--- config.mk ---
export PLATFORM = sky130hd
export DESIGN_NAME = rocc_unit_scheduler_flat
export DESIGN_NICKNAME = d
export VERILOG_FILES = /design/src/rtl/rocc_unit_scheduler_if.sv /design/src/rtl/rocc_unit_scheduler.sv /design/src/flat_wrapper.sv
export SDC_FILE = /design/constraint.sdc
export NUM_CORES = 1
export LEC_CHECK = 0
export CORE_AREA = 2 2 217 219
export DETAILED_ROUTE_END_ITERATION = 16
export DIE_AREA = 0 0 219 221
export PLACE_DENSITY = 0.54
export REMOVE_ABC_BUFFERS = 1
export SLEW_MARGIN = 15
export SYNTH_ARGS = -nofsm -noshare
export SYNTH_HDL_FRONTEND = slang
export SYNTH_SLANG_ARGS = --single-unit
--- constraint.sdc ---
create_clock -name clock -period 3 [get_ports clock]
set_input_delay 0.45 -clock clock [delete_from_list [all_inputs] [get_ports clock]]
set_output_delay 0.45 -clock clock [all_outputs]
set_load 0.005 [all_outputs]
--- src/rtl/rocc_unit_scheduler_if.sv ---
// RoCC command/response and per-unit dispatch/completion bundle for rocc_unit_scheduler.
// slave = scheduler side, master = CPU/units side.
interface rocc_unit_scheduler_if #(
    parameter int NUM_UNITS = 4,
    parameter int XLEN      = 64
);
    logic                      io_cmd_valid;
    logic                      io_cmd_ready;
    logic [6:0]                io_cmd_bits_inst_opcode;
    logic [4:0]                io_cmd_bits_inst_rd;
    logic [XLEN-1:0]           io_cmd_bits_rs1;
    logic                      io_resp_ready;
    logic                      io_resp_valid;
    logic [4:0]                io_resp_bits_rd;
    logic [XLEN-1:0]           io_resp_bits_data;
    logic [NUM_UNITS-1:0]      unit_cmd_valid;
    logic [6:0]                unit_cmd_opcode;
    logic [XLEN-1:0]           unit_cmd_rs1;
    logic [NUM_UNITS-1:0]      unit_resp_valid;
    logic [NUM_UNITS-1:0]      unit_resp_ready;
    logic [NUM_UNITS*XLEN-1:0] unit_resp_data;

    modport slave (
        input  io_cmd_valid, io_cmd_bits_inst_opcode, io_cmd_bits_inst_rd, io_cmd_bits_rs1,
        input  io_resp_ready, unit_resp_valid, unit_resp_data,
        output io_cmd_ready, io_resp_valid, io_resp_bits_rd, io_resp_bits_data,
        output unit_cmd_valid, unit_cmd_opcode, unit_cmd_rs1, unit_resp_ready
    );

    modport master (
        output io_cmd_valid, io_cmd_bits_inst_opcode, io_cmd_bits_inst_rd, io_cmd_bits_rs1,
        output io_resp_ready, unit_resp_valid, unit_resp_data,
        input  io_cmd_ready, io_resp_valid, io_resp_bits_rd, io_resp_bits_data,
        input  unit_cmd_valid, unit_cmd_opcode, unit_cmd_rs1, unit_resp_ready
    );
endinterface

--- src/rtl/rocc_unit_scheduler.sv ---
// Round-robin dispatch of RoCC commands to idle units and round-robin merge of results.
// Dispatch is 0-cycle; response is registered, 1 cycle after capture; full throughput on fire+capture.
// Stalled response holds the unit results in place; optional counters under PERF_CNT_EN.
module rocc_unit_scheduler #(
    parameter int NUM_UNITS = 4,
    parameter int XLEN      = 64,
    parameter int PERF_W    = 32
) (
    input  logic                  clock,
    input  logic                  reset,
    rocc_unit_scheduler_if.slave  bus,
    output logic                  busy,
    output logic [PERF_W-1:0]     perf_cmd_cnt,
    output logic [PERF_W-1:0]     perf_stall_cnt
);
    localparam int PW = (NUM_UNITS > 1) ? $clog2(NUM_UNITS) : 1;

    logic [NUM_UNITS-1:0] busy_q, busy_d;
    logic [PW-1:0]        cmd_ptr_q, resp_ptr_q, grant_idx, sel_idx;
    logic                 grant_vld, sel_vld, cmd_fire, capture, resp_free;
    logic [4:0]           tag_q [NUM_UNITS];
    logic                 resp_vld_q;
    logic [4:0]           resp_rd_q;
    logic [XLEN-1:0]      resp_data_q;

    function automatic logic [PW-1:0] wrap_add(input logic [PW-1:0] base, input int off);
        int s;
        s = int'(base) + off;
        if (s >= NUM_UNITS) s = s - NUM_UNITS;
        return PW'(s);
    endfunction

    // Both arbiters look only at registered unit state, so a unit freed this cycle waits a cycle.
    always_comb begin
        grant_vld = 1'b0;
        grant_idx = '0;
        sel_vld   = 1'b0;
        sel_idx   = '0;
        for (int i = 0; i < NUM_UNITS; i++) begin
            if (!grant_vld && !busy_q[wrap_add(cmd_ptr_q, i)]) begin
                grant_vld = 1'b1;
                grant_idx = wrap_add(cmd_ptr_q, i);
            end
            if (!sel_vld && busy_q[wrap_add(resp_ptr_q, i)] &&
                bus.unit_resp_valid[wrap_add(resp_ptr_q, i)]) begin
                sel_vld = 1'b1;
                sel_idx = wrap_add(resp_ptr_q, i);
            end
        end
    end

    assign resp_free = !resp_vld_q || bus.io_resp_ready;
    assign cmd_fire  = bus.io_cmd_valid && grant_vld && reset;
    assign capture   = resp_free && sel_vld && reset;

    always_comb begin
        busy_d = busy_q;
        if (cmd_fire) busy_d[grant_idx] = 1'b1;
        if (capture)  busy_d[sel_idx]   = 1'b0;
    end

    always_comb begin
        bus.unit_cmd_valid  = '0;
        bus.unit_resp_ready = '0;
        if (cmd_fire) bus.unit_cmd_valid[grant_idx] = 1'b1;
        if (capture)  bus.unit_resp_ready[sel_idx]  = 1'b1;
    end

    always_ff @(posedge clock or negedge reset) begin
        if (!reset) begin
            busy_q      <= '0;
            cmd_ptr_q   <= '0;
            resp_ptr_q  <= '0;
            resp_vld_q  <= 1'b0;
            resp_rd_q   <= '0;
            resp_data_q <= '0;
            for (int i = 0; i < NUM_UNITS; i++) tag_q[i] <= '0;
        end else begin
            busy_q <= busy_d;
            if (cmd_fire) begin
                tag_q[grant_idx] <= bus.io_cmd_bits_inst_rd;
                cmd_ptr_q        <= wrap_add(grant_idx, 1);
            end
            if (capture) begin
                resp_vld_q  <= 1'b1;
                resp_rd_q   <= tag_q[sel_idx];
                resp_data_q <= bus.unit_resp_data[int'(sel_idx)*XLEN +: XLEN];
                resp_ptr_q  <= wrap_add(sel_idx, 1);
            end else if (bus.io_resp_ready) begin
                resp_vld_q  <= 1'b0;
            end
        end
    end

    assign bus.io_cmd_ready      = grant_vld && reset;
    assign bus.io_resp_valid     = resp_vld_q;
    assign bus.io_resp_bits_rd   = resp_rd_q;
    assign bus.io_resp_bits_data = resp_data_q;
    assign bus.unit_cmd_opcode   = reset ? bus.io_cmd_bits_inst_opcode : 7'd0;
    assign bus.unit_cmd_rs1      = reset ? bus.io_cmd_bits_rs1 : '0;
    assign busy                  = (|busy_q) || resp_vld_q;

`ifdef PERF_CNT_EN
    logic              stall;
    logic [PERF_W-1:0] cmd_cnt_q, stall_cnt_q;

    assign stall = bus.io_cmd_valid && !bus.io_cmd_ready && reset;

    // Counters stick at all-ones rather than wrapping.
    always_ff @(posedge clock or negedge reset) begin
        if (!reset) begin
            cmd_cnt_q   <= '0;
            stall_cnt_q <= '0;
        end else begin
            if (cmd_fire && (cmd_cnt_q != '1))   cmd_cnt_q   <= cmd_cnt_q + 1'b1;
            if (stall && (stall_cnt_q != '1))    stall_cnt_q <= stall_cnt_q + 1'b1;
        end
    end

    assign perf_cmd_cnt   = cmd_cnt_q;
    assign perf_stall_cnt = stall_cnt_q;
`else
    assign perf_cmd_cnt   = '0;
    assign perf_stall_cnt = '0;
`endif
endmodule

--- src/flat_wrapper.sv ---
// flat-port wrapper written by rule: the top's interface ports become plain ports
module rocc_unit_scheduler_flat 
#(
    parameter int NUM_UNITS = 4,
    parameter int XLEN      = 64,
    parameter int PERF_W    = 32
)
  (clock, reset, busy, perf_cmd_cnt, perf_stall_cnt, bus_io_cmd_valid, bus_io_cmd_bits_inst_opcode, bus_io_cmd_bits_inst_rd, bus_io_cmd_bits_rs1, bus_io_resp_ready, bus_unit_resp_valid, bus_unit_resp_data, bus_io_cmd_ready, bus_io_resp_valid, bus_io_resp_bits_rd, bus_io_resp_bits_data, bus_unit_cmd_valid, bus_unit_cmd_opcode, bus_unit_cmd_rs1, bus_unit_resp_ready);
  rocc_unit_scheduler_if #(.NUM_UNITS(NUM_UNITS), .XLEN(XLEN)) bus_i ();
  input  logic clock;
  input  logic reset;
  output logic busy;
  output logic [PERF_W-1:0] perf_cmd_cnt;
  output logic [PERF_W-1:0] perf_stall_cnt;
  input wire logic [$bits(bus_i.io_cmd_valid)-1:0] bus_io_cmd_valid;
  input wire logic [$bits(bus_i.io_cmd_bits_inst_opcode)-1:0] bus_io_cmd_bits_inst_opcode;
  input wire logic [$bits(bus_i.io_cmd_bits_inst_rd)-1:0] bus_io_cmd_bits_inst_rd;
  input wire logic [$bits(bus_i.io_cmd_bits_rs1)-1:0] bus_io_cmd_bits_rs1;
  input wire logic [$bits(bus_i.io_resp_ready)-1:0] bus_io_resp_ready;
  input wire logic [$bits(bus_i.unit_resp_valid)-1:0] bus_unit_resp_valid;
  input wire logic [$bits(bus_i.unit_resp_data)-1:0] bus_unit_resp_data;
  output wire logic [$bits(bus_i.io_cmd_ready)-1:0] bus_io_cmd_ready;
  output wire logic [$bits(bus_i.io_resp_valid)-1:0] bus_io_resp_valid;
  output wire logic [$bits(bus_i.io_resp_bits_rd)-1:0] bus_io_resp_bits_rd;
  output wire logic [$bits(bus_i.io_resp_bits_data)-1:0] bus_io_resp_bits_data;
  output wire logic [$bits(bus_i.unit_cmd_valid)-1:0] bus_unit_cmd_valid;
  output wire logic [$bits(bus_i.unit_cmd_opcode)-1:0] bus_unit_cmd_opcode;
  output wire logic [$bits(bus_i.unit_cmd_rs1)-1:0] bus_unit_cmd_rs1;
  output wire logic [$bits(bus_i.unit_resp_ready)-1:0] bus_unit_resp_ready;
  assign bus_i.io_cmd_valid = bus_io_cmd_valid;
  assign bus_i.io_cmd_bits_inst_opcode = bus_io_cmd_bits_inst_opcode;
  assign bus_i.io_cmd_bits_inst_rd = bus_io_cmd_bits_inst_rd;
  assign bus_i.io_cmd_bits_rs1 = bus_io_cmd_bits_rs1;
  assign bus_i.io_resp_ready = bus_io_resp_ready;
  assign bus_i.unit_resp_valid = bus_unit_resp_valid;
  assign bus_i.unit_resp_data = bus_unit_resp_data;
  assign bus_io_cmd_ready = bus_i.io_cmd_ready;
  assign bus_io_resp_valid = bus_i.io_resp_valid;
  assign bus_io_resp_bits_rd = bus_i.io_resp_bits_rd;
  assign bus_io_resp_bits_data = bus_i.io_resp_bits_data;
  assign bus_unit_cmd_valid = bus_i.unit_cmd_valid;
  assign bus_unit_cmd_opcode = bus_i.unit_cmd_opcode;
  assign bus_unit_cmd_rs1 = bus_i.unit_cmd_rs1;
  assign bus_unit_resp_ready = bus_i.unit_resp_ready;
  rocc_unit_scheduler #(.NUM_UNITS(NUM_UNITS), .XLEN(XLEN), .PERF_W(PERF_W)) u_core (.clock(clock), .reset(reset), .bus(bus_i), .busy(busy), .perf_cmd_cnt(perf_cmd_cnt), .perf_stall_cnt(perf_stall_cnt));
endmodule
**Word-level counts from Yosys, hierarchy flattened**

Index checks and enable logic that the tools add are counted.

- Bits in registers: 98
- Bits of input ports: 340
- Output and inout port bits: 215
- Logic and storage cells: 158

- Add/subtract/negate cells: 18
- $lt $le $gt $ge: 25
- Shift-type cells: 1
- Mux-type cells: 68
- Bitwise gates (word level): 5
- Reduce and logical (&&, ||, !) cells: 31

Operator list:

| operator | count |
|---|---|
| variable part select 256 x 9 -> 64 bit | 1 |
| 2-to-1 mux 64 bit | 1 |
| 2-to-1 mux 2 bit | 18 |
| greater-or-equal comparator 3 bit, second input constant | 10 |
| < comparator 2 x 3 -> 1 bit, second input constant | 10 |
| binary-select mux 1 bit (select 2 bit) | 12 |
| 2-to-1 mux 1 bit | 24 |
| bitwise mux 20 bit | 1 |
| subtractor 2 x 1 -> 2 bit, second input constant | 10 |
| logical AND 1 bit | 18 |
| 2-to-1 mux 4 bit | 4 |
| 2-to-1 mux 5 bit | 3 |
| adder 2 x 1 -> 3 bit, second input constant | 4 |
| adder 2 x 2 -> 3 bit, second input constant | 4 |
| binary-select mux 5 bit (select 2 bit) | 1 |
| demux 5 bit (select 2 bit) | 1 |
| zero test 1 bit | 9 |
| 2-to-1 mux 7 bit | 1 |
| greater-or-equal comparator 2 x 3 -> 1 bit, second input constant | 2 |
| NOT 2 -> 3 bit | 2 |
| AND 4 bit | 1 |
| demux 1 bit (select 2 bit) | 2 |
| greater-or-equal comparator 2 x 1 -> 1 bit, second input constant | 2 |
| NOT 4 bit | 1 |
| 5 further kinds | 6 |

**Longest topological paths before layout**

- Depth after elaboration: 25
- Gate-level depth with buffers: 11
- Gate-level depth less buffers: 9

**Worst setup path before layout**

Ideal clock, no wire load.

- Kind: register to register
- Start: register u_core.cmd_ptr_q[1]
- End: register u_core.tag_q[5] (netlist name)
- Library setup time: 0.125 ns
- Arrival time: 1.981 ns
- Data required time: 2.875 ns
- Path slack: 0.894 ns
- Stages on the path, launching flop included: 10
- Buffers on the path: 1
- Clock period less this slack: 2.106 ns
- Cells stage by stage: dfrtp_1 or2_2 a21oi_1 a21oi_1 o21ai_0 nand2b_1 ha_1 and2_1 clkbuf_1 mux2_2

- Word-level cells in the longest chain between the ends: 20
- Elaborated cells on any way between the ends: 48
- Those cells by class: add/sub: 7; order compare: 6; mux: 23; bitwise: 1; reduce/logical: 11

Ends and longest elaborated chain:

| element | line | RTL |
|---|---|---|
| start: declaration | rocc_unit_scheduler.sv:19 | `logic [PW-1:0] cmd_ptr_q, resp_ptr_q, grant_idx, sel_idx;` |
| start signal: assignment | rocc_unit_scheduler.sv:82 | `cmd_ptr_q <= wrap_add(grant_idx, 1);` |
| adder 2 x 1 -> 3 bit | rocc_unit_scheduler.sv:28 | `s = int'(base) + off;` |
| greater-or-equal comparator 3 bit or subtractor 2 x 1 -> 2 bit (tied branches) | rocc_unit_scheduler.sv:29 | `if (s >= NUM_UNITS) s = s - NUM_UNITS;` |
| 2-to-1 mux 2 bit | rocc_unit_scheduler.sv:29 |  |
| binary-select mux 1 bit (select 2 bit) | rocc_unit_scheduler.sv:40 | `if (!grant_vld && !busy_q[wrap_add(cmd_ptr_q, i)]) begin` |
| 2-to-1 mux 1 bit (not written as such) | rocc_unit_scheduler.sv:40 |  |
| zero test 1 bit | rocc_unit_scheduler.sv:40 |  |
| logical AND 1 bit | rocc_unit_scheduler.sv:40 |  |
| 2-to-1 mux 1 bit | rocc_unit_scheduler.sv:40 |  |
| [4 not listed] | -- |  |
| logical AND 1 bit | rocc_unit_scheduler.sv:40 |  |
| 2-to-1 mux 2 bit | rocc_unit_scheduler.sv:40 |  |
| NOT 2 -> 3 bit (not written as such) | rocc_unit_scheduler.sv:81 | `tag_q[grant_idx] <= bus.io_cmd_bits_inst_rd;` |
| greater-or-equal comparator 3 bit (not written as such) or < comparator 3 x 1 -> 1 bit (tied branches) | rocc_unit_scheduler.sv:81 |  |
| logical AND 1 bit (not written as such) | rocc_unit_scheduler.sv:81 |  |
| 2-to-1 mux 5 bit (not written as such) | rocc_unit_scheduler.sv:81 |  |
| demux 5 bit (select 2 bit) | rocc_unit_scheduler.sv:81 |  |
| bitwise mux 20 bit | rocc_unit_scheduler.sv:81 |  |
| end signal: indexed assignment | rocc_unit_scheduler.sv:81 |  |
| end: declaration | rocc_unit_scheduler.sv:21 | `logic [4:0] tag_q [NUM_UNITS];` |

Parallel ways exist; a longest one is shown, timed or not. The select of a mux whose other input is x is not followed.
A chain may end at the register's enable or synchronous reset.

**Worst setup path after layout**

- Start: register u_core.cmd_ptr_q[1]
- End: output bus_unit_cmd_valid[2]

- Word-level cells in the longest chain between the ends: 19
- Elaborated cells on any way between the ends: 47
- Those cells by class: add/sub: 7; order compare: 6; mux: 23; reduce/logical: 11

Ends and longest elaborated chain:

| element | line | RTL |
|---|---|---|
| adder 2 x 1 -> 3 bit | rocc_unit_scheduler.sv:28 |  |
| greater-or-equal comparator 3 bit or subtractor 2 x 1 -> 2 bit (tied branches) | rocc_unit_scheduler.sv:29 |  |
| 2-to-1 mux 2 bit | rocc_unit_scheduler.sv:29 |  |
| binary-select mux 1 bit (select 2 bit) | rocc_unit_scheduler.sv:40 |  |
| 2-to-1 mux 1 bit (not written as such) | rocc_unit_scheduler.sv:40 |  |
| zero test 1 bit | rocc_unit_scheduler.sv:40 |  |
| logical AND 1 bit | rocc_unit_scheduler.sv:40 |  |
| 2-to-1 mux 1 bit | rocc_unit_scheduler.sv:40 |  |
| [3 not listed] | -- |  |
| zero test 1 bit | rocc_unit_scheduler.sv:40 |  |
| logical AND 1 bit | rocc_unit_scheduler.sv:40 |  |
| 2-to-1 mux 2 bit | rocc_unit_scheduler.sv:40 |  |
| < comparator 2 x 3 -> 1 bit (not written as such) or greater-or-equal comparator 2 x 1 -> 1 bit (tied branches) | rocc_unit_scheduler.sv:65 | `if (cmd_fire) bus.unit_cmd_valid[grant_idx] = 1'b1;` |
| logical AND 1 bit (not written as such) | rocc_unit_scheduler.sv:65 |  |
| 2-to-1 mux 1 bit (not written as such) | rocc_unit_scheduler.sv:65 |  |
| demux 1 bit (select 2 bit) | -- |  |
| 2-to-1 mux 4 bit (*) | rocc_unit_scheduler.sv:65 |  |
| end: declaration | flat_wrapper.sv:26 | `output wire logic [$bits(bus_i.unit_cmd_valid)-1:0] bus_unit_cmd_valid;` |

Mark *: on every way between the ends. The rest lies on a longest branch, timed or not. The select of a mux whose other input is x is not followed.

==> flow_metrics.tcl <==
set metrics [dict create \
    cts_htree_levels 3 \
    ios 555 \
    power.density_nw_per_um2 689 \
    layoutNonFillerInstCount 1732 \
    cts_tree "yes" \
    yosysUniqueCellTypes 43 \
    fin_skew_ns 0.0153 \
    ys_async_sr_fraction 1.00 \
    synth-simple-area-share 0.142 \
    synthAdderAreaFrac 0.00741 \
    critPathMaxFanout 7 \
    antenna_found_initial 0 \
    path_buf_inv 1 \
    area_delta_synth_final_pct 81.9 \
    synth_ff_type "dfrtp_1" \
    ff2ff_path_depth 7 \
    fin_crit_sh 0.950 \
    syn-mean-instance-area_um2 10.3 \
    hold_viol 0 \
    crit_start "u_core.cmd_ptr_q[1]$_DFFE_PN0P_" \
    grt_pass1_vias 6759 \
    max_freq_mhz 351 \
    crit_cells 8 \
    synth_commonest_cells "mux2i_1, dfrtp_1, nand2_1, and2_1, o221ai_1" \
    synth_top_area_frac 0.363 \
    cp_slowest_cell "clkdlybuf4s50_1" \
    vias 6622 \
    tightest_slew_ns 0.699 \
    fp.dieW_um 219 \
    drive_above_1_share 0.0702 \
    critPathArrivalTime_ns 2.40 \
    cap_viol_max_count 0 \
    nets 1464 \
    fp.dieH_um 221 \
    cp.required_ns 2.55 \
    gr-total-overflow 0 \
    place.gp.congestion 0.770 \
    critPathTopFamily "simple AND/OR/NAND/NOR gates" \
    drtIter0Drc 286 \
    postCtsSetupRepairBufs 0 \
    clock_latency_ns 0.38 \
    finalCriticalPeriod_ns 2.85 \
    slew_viol_final 0 \
    slew_headroom 0.534 \
    clock-sinks 98 \
    numPortBuffers 490 \
    antenna_cells 0 \
    synth-xor-area-share 0 \
    fillCellCount 4905 \
    power_mw 8.47 \
    drc 0 \
    ys_ff_latch 98 \
    irDropWorstVdd_mv 0.478 \
    cts_buffers 9 \
    endpoint_kind "primary output" \
    yosysWarnings 0 \
    synth_top_family_by_area "multiplexers" \
    crit_type "reg -> out" \
    path_clk_slew_ns 0.08 \
    yosysMostFrequentCell "mux2i_1" \
    cts-root-buf "clkbuf_16" \
    placed_cells_incl_taps 1716 \
    grt_usage 0.112 \
    hold_class "in -> async" \
    grt_pass1_wl_um 41200 \
    start_util 0.147 \
    crit_chain "or2_2, a21oi_1, a21oi_1, o21ai_2, nand2b_4, ha_1, and2_1, clkdlybuf4s50_1" \
    yosysTopAreaCell "dfrtp_1" \
    vias_per_cell 3.82 \
    ant_nets 0 \
    syn_inst 657 \
    rr_startpoint "u_core.busy_q[2]$_DFF_PN0_" \
    synth_area_leaders "dfrtp_1, mux2i_1, o221ai_1" \
    wl_um 28300 \
    syn_area_um2 6760 \
    path_common_cell "a21oi_1" \
    holdWs_ns 0.445 \
    cp-start-kind "flip-flop" \
    seq_area_frac_synth 0.363 \
    max_stage_delay_ns 0.51 \
    fp-row-count 79 \
    synth_edf_count 0 \
    synth_compound_area_frac 0.111 \
    die_area_um2 48400 \
    status "completed" \
    drtPass1Iterations 4 \
    dp_hpwl_um 21500 \
    synth_mux_area_frac 0.243 \
    grt_max_degree 78 \
    core_area_um2 46100 \
    ctsLongestPathBuffers 2 \
    wire_per_inst_um 16.4 \
    setup-violations-final 0 \
    power_leakage_nw 5.35 \
]
final timing paths:
| kind | slack, ns | to |
|---|---|---|
| setup / recovery | 0.15 | bus_unit_cmd_valid[2] |
| hold / removal | 0.44 | u_core.bus.io_resp_bits_data[17]$_DFFE_PN0P_ |
| setup reg to reg | 0.59 | u_core.bus.io_resp_bits_data[21]$_DFFE_PN0P_ |
| hold reg to reg | 0.49 | u_core.bus.io_resp_bits_data[49]$_DFFE_PN0P_ |
| max in group asynchronous | 1.93 | u_core.bus.io_resp_bits_data[21]$_DFFE_PN0P_ |
| min in group clock | 0.49 | u_core.bus.io_resp_bits_data[49]$_DFFE_PN0P_ |
worst register-to-register path, cell delays in order, from the launching register on:
cell      delay (ns)
dfrtp_1         0.51
nand2_1         0.18
nand4_1         0.20
nand3_4         0.21
buf_4           0.39
nand2b_4        0.22
buf_12          0.33
o221ai_1        0.23
timing repair:
item                                    CTS  global route
endpoints found under the setup margin    0             6
hold buffers                              0             0
hold endpoints to repair                  0             0
gates resized for setup                   0             9
routing by layer:
layer | global-route usage | vias to the layer above | share of wire
li1 | - | 3157 | -
met1 | 0.135 | 3181 | 0.41
met2 | 0.194 | 261 | 0.50
met3 | 0.0286 | 23 | 0.075
met4 | 0.0312 | 0 | 0.017
met5 | 0 | - | 0
cell type report:
| class | instances | area [um^2] | area share |
|---|---|---|---|
| tap | 607 | 759 | 0.0618 |
| sequential | 98 | 2460 | 0.200 |
| multi-input combinational | 503 | 3690 | 0.300 |
| clock buffer | 9 | 225 | 0.0183 |
| inverter | 1 | 3.75 | 0.000305 |
| clock inverter | 7 | 65.1 | 0.00529 |
| timing repair buffer | 507 | 5090 | 0.414 |
cell families after synthesis:
logic type,after synthesis
AOI/OAI and AO/OA,87
adders and majority gates,4
buffers and inverters,119
DFF,98
muxes,161
other,1
and+or+nand+nor,187
where the power goes:
| group | internal, mW | leakage [nW] | switching (mW) |
|---|---|---|---|
| registers | 1.97 | 1.20 | 0.457 |
| clock network | 0.588 | 0.146 | 0.623 |
| logic | 2.70 | 4.00 | 2.13 |
| total | 5.25 | 5.35 | 3.21 |
registers in the layout, summed over array words and instances (netlist names):
register / count
u_core.bus.io_resp_bits_data: 64
u_core.bus.io_resp_bits_rd: 5
u_core.bus.io_resp_valid: 1
u_core.busy_q: 4
u_core.cmd_ptr_q: 2
u_core.resp_ptr_q: 2
u_core.tag_q: 20
placed cells by master, fill, tap and decap left out, drive strengths merged:
cell	count
clkdlybuf4s50	488
mux2i	138
dfrtp	98
nand2	79
and2	77
o221ai	69
conb	64
mux2	23
buf	18
nor2	9
clkbuf	9
inv	6
nor3	5
a21oi	4
ha	4
nand2b	4
o21ai	4
nand3	4
and3	3
or2	2
nand4	2
a211oi	2
clkinv	2
nor2b	1
o21a	1
o22ai	1
or3	1
a32o	1
o211ai	1
o22a	1
a21bo	1
o2bb2ai	1
a221o	1
dlymetal6s2s	1
metrics by stage:
stage,TNS (ns),setup WS [ns],instance area [um^2],util
final,0,0.149,12300,0.267
after CTS,0,0.0240,12300,0.266
after floorplan,-285.80,-4.42,6100,-
after detailed placement,0,0.150,12000,0.260
after global placement,0,0.0858,12000,0.260
after global routing,-0.0438,-0.0182,12300,0.267
Note: power is estimated with default switching activity, not from simulation.
